$ cat src/rtl/gpio_frame_fifo_if.sv
// Frame FIFO bus: capture/pop/clear controls and buffered head frame readout.
// Width parameters must match the gpio_frame_fifo instance they connect to.
interface gpio_frame_fifo_if #(
  parameter int NUM_CH = 4,
  parameter int DEPTH  = 16
);
  localparam int LW = $clog2(DEPTH) + 1;

  logic                  tick_i;
  logic [31:0]           seq_i;
  logic [NUM_CH*32-1:0]  ch_i;
  logic                  pop_i;
  logic                  clear_i;
  logic                  valid_o;
  logic [31:0]           seq_o;
  logic [NUM_CH*32-1:0]  data_o;
  logic [LW-1:0]         level_o;
  logic                  overflow_o;
  logic [15:0]           drop_count_o;

  modport master (
    output tick_i, seq_i, ch_i, pop_i, clear_i,
    input  valid_o, seq_o, data_o, level_o,
    input  overflow_o, drop_count_o
  );

  modport slave (
    input  tick_i, seq_i, ch_i, pop_i, clear_i,
    output valid_o, seq_o, data_o, level_o,
    output overflow_o, drop_count_o
  );
endinterface

$ cat src/rtl/gpio_frame_fifo.sv
// Buffers {seq, channel words} frames per tick for polled GPIO readout.
// Define GPIO_FRAME_FIFO_DROP_CNT_EN to build the saturating drop counter.
module gpio_frame_fifo #(
  parameter int NUM_CH = 4,
  parameter int DEPTH  = 16
) (
  input  logic clk,
  input  logic reset,
  gpio_frame_fifo_if.slave bus
);
  localparam int AW = $clog2(DEPTH);
  localparam int LW = AW + 1;
  localparam int FW = 32 + NUM_CH * 32;

  logic [FW-1:0] mem [DEPTH];
  logic [AW-1:0] wr_ptr;
  logic [AW-1:0] rd_ptr;
  logic [LW-1:0] count;
  logic          pop_q;
  logic          pop_ev;
  logic          armed;
  logic          overflow;
  logic          full;
  logic          do_pop;
  logic          do_wr;
  logic          drop;

  always_comb begin
    full   = (count == LW'(DEPTH));
    do_pop = pop_ev && (count != '0);
    do_wr  = bus.tick_i && (!full || do_pop);
    drop   = bus.tick_i && full && !do_pop;
  end

  // armed masks the first post-reset sample so a held pop_i never pops
  always_ff @(posedge clk) begin
    if (reset) begin
      wr_ptr   <= '0;
      rd_ptr   <= '0;
      count    <= '0;
      pop_q    <= 1'b0;
      pop_ev   <= 1'b0;
      armed    <= 1'b0;
      overflow <= 1'b0;
    end else begin
      pop_q  <= bus.pop_i;
      armed  <= 1'b1;
      pop_ev <= armed & bus.pop_i & ~pop_q;
      if (do_wr)
        wr_ptr <= wr_ptr + 1'b1;
      if (do_pop)
        rd_ptr <= rd_ptr + 1'b1;
      count <= count + LW'(do_wr) - LW'(do_pop);
      if (drop)
        overflow <= 1'b1;
      else if (bus.clear_i)
        overflow <= 1'b0;
    end
  end

  always_ff @(posedge clk) begin
    if (do_wr)
      mem[wr_ptr] <= {bus.seq_i, bus.ch_i};
  end

`ifdef GPIO_FRAME_FIFO_DROP_CNT_EN
  logic [15:0] drop_cnt;

  always_ff @(posedge clk) begin
    if (reset)
      drop_cnt <= '0;
    else if (drop) begin
      if (bus.clear_i)
        drop_cnt <= 16'd1;
      else if (drop_cnt != 16'hFFFF)
        drop_cnt <= drop_cnt + 1'b1;
    end else if (bus.clear_i)
      drop_cnt <= '0;
  end

  assign bus.drop_count_o = drop_cnt;
`else
  assign bus.drop_count_o = '0;
`endif

  assign bus.valid_o             = (count != '0);
  assign bus.level_o             = count;
  assign bus.overflow_o          = overflow;
  assign {bus.seq_o, bus.data_o} = mem[rd_ptr];
endmodule

$ cat src/flat_wrapper.sv
// flat-port wrapper written by rule: the top's interface ports become plain ports
module gpio_frame_fifo_flat 
#(
  parameter int NUM_CH = 4,
  parameter int DEPTH  = 16
)
  (clk, reset, bus_tick_i, bus_seq_i, bus_ch_i, bus_pop_i, bus_clear_i, bus_valid_o, bus_seq_o, bus_data_o, bus_level_o, bus_overflow_o, bus_drop_count_o);
  gpio_frame_fifo_if #(.NUM_CH(NUM_CH), .DEPTH(DEPTH)) bus_i ();
  input  logic clk;
  input  logic reset;
  input wire logic [$bits(bus_i.tick_i)-1:0] bus_tick_i;
  input wire logic [$bits(bus_i.seq_i)-1:0] bus_seq_i;
  input wire logic [$bits(bus_i.ch_i)-1:0] bus_ch_i;
  input wire logic [$bits(bus_i.pop_i)-1:0] bus_pop_i;
  input wire logic [$bits(bus_i.clear_i)-1:0] bus_clear_i;
  output wire logic [$bits(bus_i.valid_o)-1:0] bus_valid_o;
  output wire logic [$bits(bus_i.seq_o)-1:0] bus_seq_o;
  output wire logic [$bits(bus_i.data_o)-1:0] bus_data_o;
  output wire logic [$bits(bus_i.level_o)-1:0] bus_level_o;
  output wire logic [$bits(bus_i.overflow_o)-1:0] bus_overflow_o;
  output wire logic [$bits(bus_i.drop_count_o)-1:0] bus_drop_count_o;
  assign bus_i.tick_i = bus_tick_i;
  assign bus_i.seq_i = bus_seq_i;
  assign bus_i.ch_i = bus_ch_i;
  assign bus_i.pop_i = bus_pop_i;
  assign bus_i.clear_i = bus_clear_i;
  assign bus_valid_o = bus_i.valid_o;
  assign bus_seq_o = bus_i.seq_o;
  assign bus_data_o = bus_i.data_o;
  assign bus_level_o = bus_i.level_o;
  assign bus_overflow_o = bus_i.overflow_o;
  assign bus_drop_count_o = bus_i.drop_count_o;
  gpio_frame_fifo #(.NUM_CH(NUM_CH), .DEPTH(DEPTH)) u_core (.clk(clk), .reset(reset), .bus(bus_i));
endmodule
$ cat config.mk
export PLATFORM = sky130hd
export DESIGN_NAME = gpio_frame_fifo_flat
export DESIGN_NICKNAME = d
export VERILOG_FILES = /design/src/rtl/gpio_frame_fifo_if.sv /design/src/rtl/gpio_frame_fifo.sv /design/src/flat_wrapper.sv
export SDC_FILE = /design/constraint.sdc
export NUM_CORES = 2
export LEC_CHECK = 0
export ABC_AREA = 1
export CORE_ASPECT_RATIO = 0.9
export CORE_MARGIN = 4
export CORE_UTILIZATION = 45
export DETAILED_ROUTE_END_ITERATION = 7
export PLACE_DENSITY_LB_ADDON = 0.25
export SLEW_MARGIN = 10
export SYNTH_ARGS = -nofsm -noshare
export SYNTH_HDL_FRONTEND = slang
export SYNTH_SLANG_ARGS = --single-unit
$ cat constraint.sdc
create_clock -name clk -period 21.2 [get_ports clk]
set_input_delay 4.24 -clock clk [delete_from_list [all_inputs] [get_ports clk]]
set_output_delay 4.24 -clock clk [all_outputs]
set_load 0.05 [all_outputs]
==> run summary <==
- **final number of max-transition violations** 0
- **Max clock buf depth** 4
- **leakage component of the power** 0.0473 uW
- **via total after detailed routing** 69800
- **worst vdd ir** 0.0852 mV
- **endpoint required time on the critical path** 16960 ps
- **share of the clock period used by the worst path after layout** 55.0%
- **area of the mapped netlist** 107000 um2
- **wire length per cell after detailed routing** 21.6 um
- **count of routing violations after the opening detailed-route iteration** 7580
- **number of input and output port buffers inserted** 331
- **type of element capturing the critical path** output pin
- **vias per std cell** 5.28
- **die footprint** 246000 um2
- **total wire length after detailed routing** 285000 um
- **largest net degree at the start of global routing** 240
- **Cell Pwr Density** 98.7 nW/um2
- **IO Count** 348
- **setup-violating endpoint count in the final report** 0
- **Crit path arrival time** 7420 ps
- **DP Wirelength** 135000 um
- **count of cells resized by post-cts repair** 0
- **final worst path period need** 11660 ps
- **highest-count cells in the layout ignoring fill and taps** nand2_1 (3584), edfxtp_1 (2560), nand3_1 (1821)
- **reg2reg end** u_core.mem[7][114]
- **number of global-route vias before repair** 66900
- **Worst-path clk slew** 70 ps
- **setup slack, reg-to-reg** 16400 ps
- **source of the worst hold timing path** u_core.pop_q
- **worst hold path type** flop to flop
- **number of setup buffers added after CTS** 0
- **row cnt** 169
- **crit path launch type** flop
- **leading post-synthesis cells by cell area** edfxtp_1 (72%), nand2_1 (13%), nand3_1 (8.5%)
- **status** finished clean
- **weighted congestion reported at the end of routability-driven placement** 0.772
- **fraction of layout instances using a drive strength above 1** 4.88%
- **initial antenna violation count** 53
- **count of final hold-check violations** 0
- **number of nets at the end of the flow** 10000
- **number of synthesized register bits** 2581
- **number of instances on the worst hold path** 1
- **highest attainable clock frequency** 0.0858 GHz
- **depth of the CTS H-tree** 5
- **total overflow reported by the global router** 0
- **most common library cell in the layout ignoring fill and taps** nand2_1
- **setup repair after global routing missed its margin** false
- **Mapped Cells** 9645
- **synthesized area per cell** 11.1 um2
- **count of maximum capacitance violations** 0
- **worst hold slack after final layout** 389 ps
- **hold-fix buffer count after cts** 0
- **clock sink total** 2581
- **final-layout setup total negative slack** 0 ps
- **Crit Path Max Fanout** 239
- **TritonCTS clock tree** done
- **Starting Density** 45.3%
- **share of the synthesized area in the top cell type** 71.9%
- **number of cells on the worst reg-to-reg path** 8
- **total of fill cells in the finished design** 20500
- **DR DRC count** 0
- **final clock skew** 48.1 ps
- **number of clock buffers inserted by TritonCTS** 283
- **worst reg2reg path startpoint** u_core.bus.level_o[3]
- **worst rel slew slack** 8.26%
- **global-route wire length before repair** 423000 um
- **all-layer global routing usage** 22.7%
- **number of warnings printed during yosys synthesis** 0
- **horizontal die dimension** 522 um
- **number of instances in the placed design** 12700
- **number of detailed-route iterations in the first pass** 6
- **cell taking the most area after synthesis** edfxtp_1
- **core region area** 236000 um2
- **sequential share of the synthesized area** 72.3%
- **synth-to-layout area growth** 13.3%
- **clk root buf** clkbuf_16
- **worst-case hold path end point** u_core.pop_ev
- **number of standard cells in the final layout excluding fillers** 13200
- **transition time of the tightest slew-check pin** 1380 ps
- **post-synthesis cell type count** 24
- **insertion delay to the later sink of the worst-skew pair** 930 ps
- **worst setup path class** flop to output pin
- **die span in y** 470 um
- **Antenna Nets Post-Route** 0
==> how the worst max path moves through the flow <==
stage | start | endpoint
2_1_floorplan | bus_tick_i | u_core.mem[3][0]
3_3_place_gp | flop | bus_data_o[104]
3_5_place_dp | flop | bus_data_o[99]
4_1_cts | flop | bus_data_o[99]
5_1_grt | flop | bus_data_o[106]
6_report | flop | bus_data_o[99]
==> power breakdown <==
group | internal [uW] | total [uW] | switching [uW]
combinational | 428 | 1600 | 1180
sequential | 5780 | 5820 | 40.0
clock | 2630 | 4530 | 1900
total | 8830 | 12000 | 3120
==> flip-flops by register name (all words and copies together) (netlist names), named ones only <==
signal / flops
u_core.armed: 1
u_core.bus.level_o: 5
u_core.bus.overflow_o: 1
u_core.mem: 2560
u_core.pop_ev: 1
u_core.pop_q: 1
u_core.rd_ptr: 4
u_core.wr_ptr: 4
==> layout make-up <==
cell class	count	area (um2)	share of cell area [%]
sequential	2581	77300	63.8
multi-input combinational	5500	23200	19.2
clock buffer	356	7530	6.21
timing repair buffer	436	4330	3.57
tap	3163	3960	3.27
inverter	1028	3900	3.22
clock inverter	114	815	0.673
antenna	29	72.6	0.0599
==> synth_stat cells <==
master       n
nand4_1      3
buf_8        1
o21ai_0      3
buf_4       43
or2_2       15
inv_1     1024
buf_1       63
fa_1         1
nand2_1   3584
dfxtp_1     21
buf_6       13
nor3_1      16
conb_1       1
inv_2        2
buf_2      299
clkbuf_1   132
nand3_1   1821
xor2_1       3
a21oi_1      9
edfxtp_1  2560
nor2_1      18
clkinv_1     1
ha_1        11
inv_4        1
==> critical path: stages (launching register included) <==
cell	delay [ps]
dfxtp_4	550
inv_16	650
buf_12	750
buf_4	790
buf_4	930
buf_4	1000
nand2_1	140
nand3_1	140
nand3_1	80
nand2_1	100
nand2_1	60
nand2_1	260
clkdlybuf4s50_1	860
==> cells by family after synthesis <==
| family | synth area share (%) |
|---|---|
| AOI/OAI and AO/OA | 0.0562 |
| other | 0.00351 |
| adders and majority gates | 0.147 |
| and+or+nand+nor | 21.3 |
| xor gates and xnor gates | 0.0246 |
| buffers and inverters | 6.15 |
| DFF | 72.3 |
==> per-layer routing <==
layer | vias to the layer above | share of wire, % | global-route usage [%]
met5 | - | 0.043 | 0
met4 | 20 | 3.1 | 7.53
met3 | 578 | 8.5 | 5.09
met2 | 2678 | 46 | 35.7
met1 | 34000 | 42 | 31.3
li1 | 32500 | - | -
==> through the flow <==
stage | utilization [%] | setup slack, ps | cell area (um2) | total power (uW)
3_5_place_dp | 47.8 | 10430 | 113000 | 7530
3_3_place_gp | 47.8 | 10520 | 113000 | 7510
6_report | 51.3 | 9540 | 121000 | 12000
2_1_floorplan | - | 5030 | 107000 | 6990
4_1_cts | 51.3 | 9410 | 121000 | 12100
5_1_grt | 51.3 | 8960 | 121000 | 12400
Note: power is estimated with default switching activity, not from simulation.
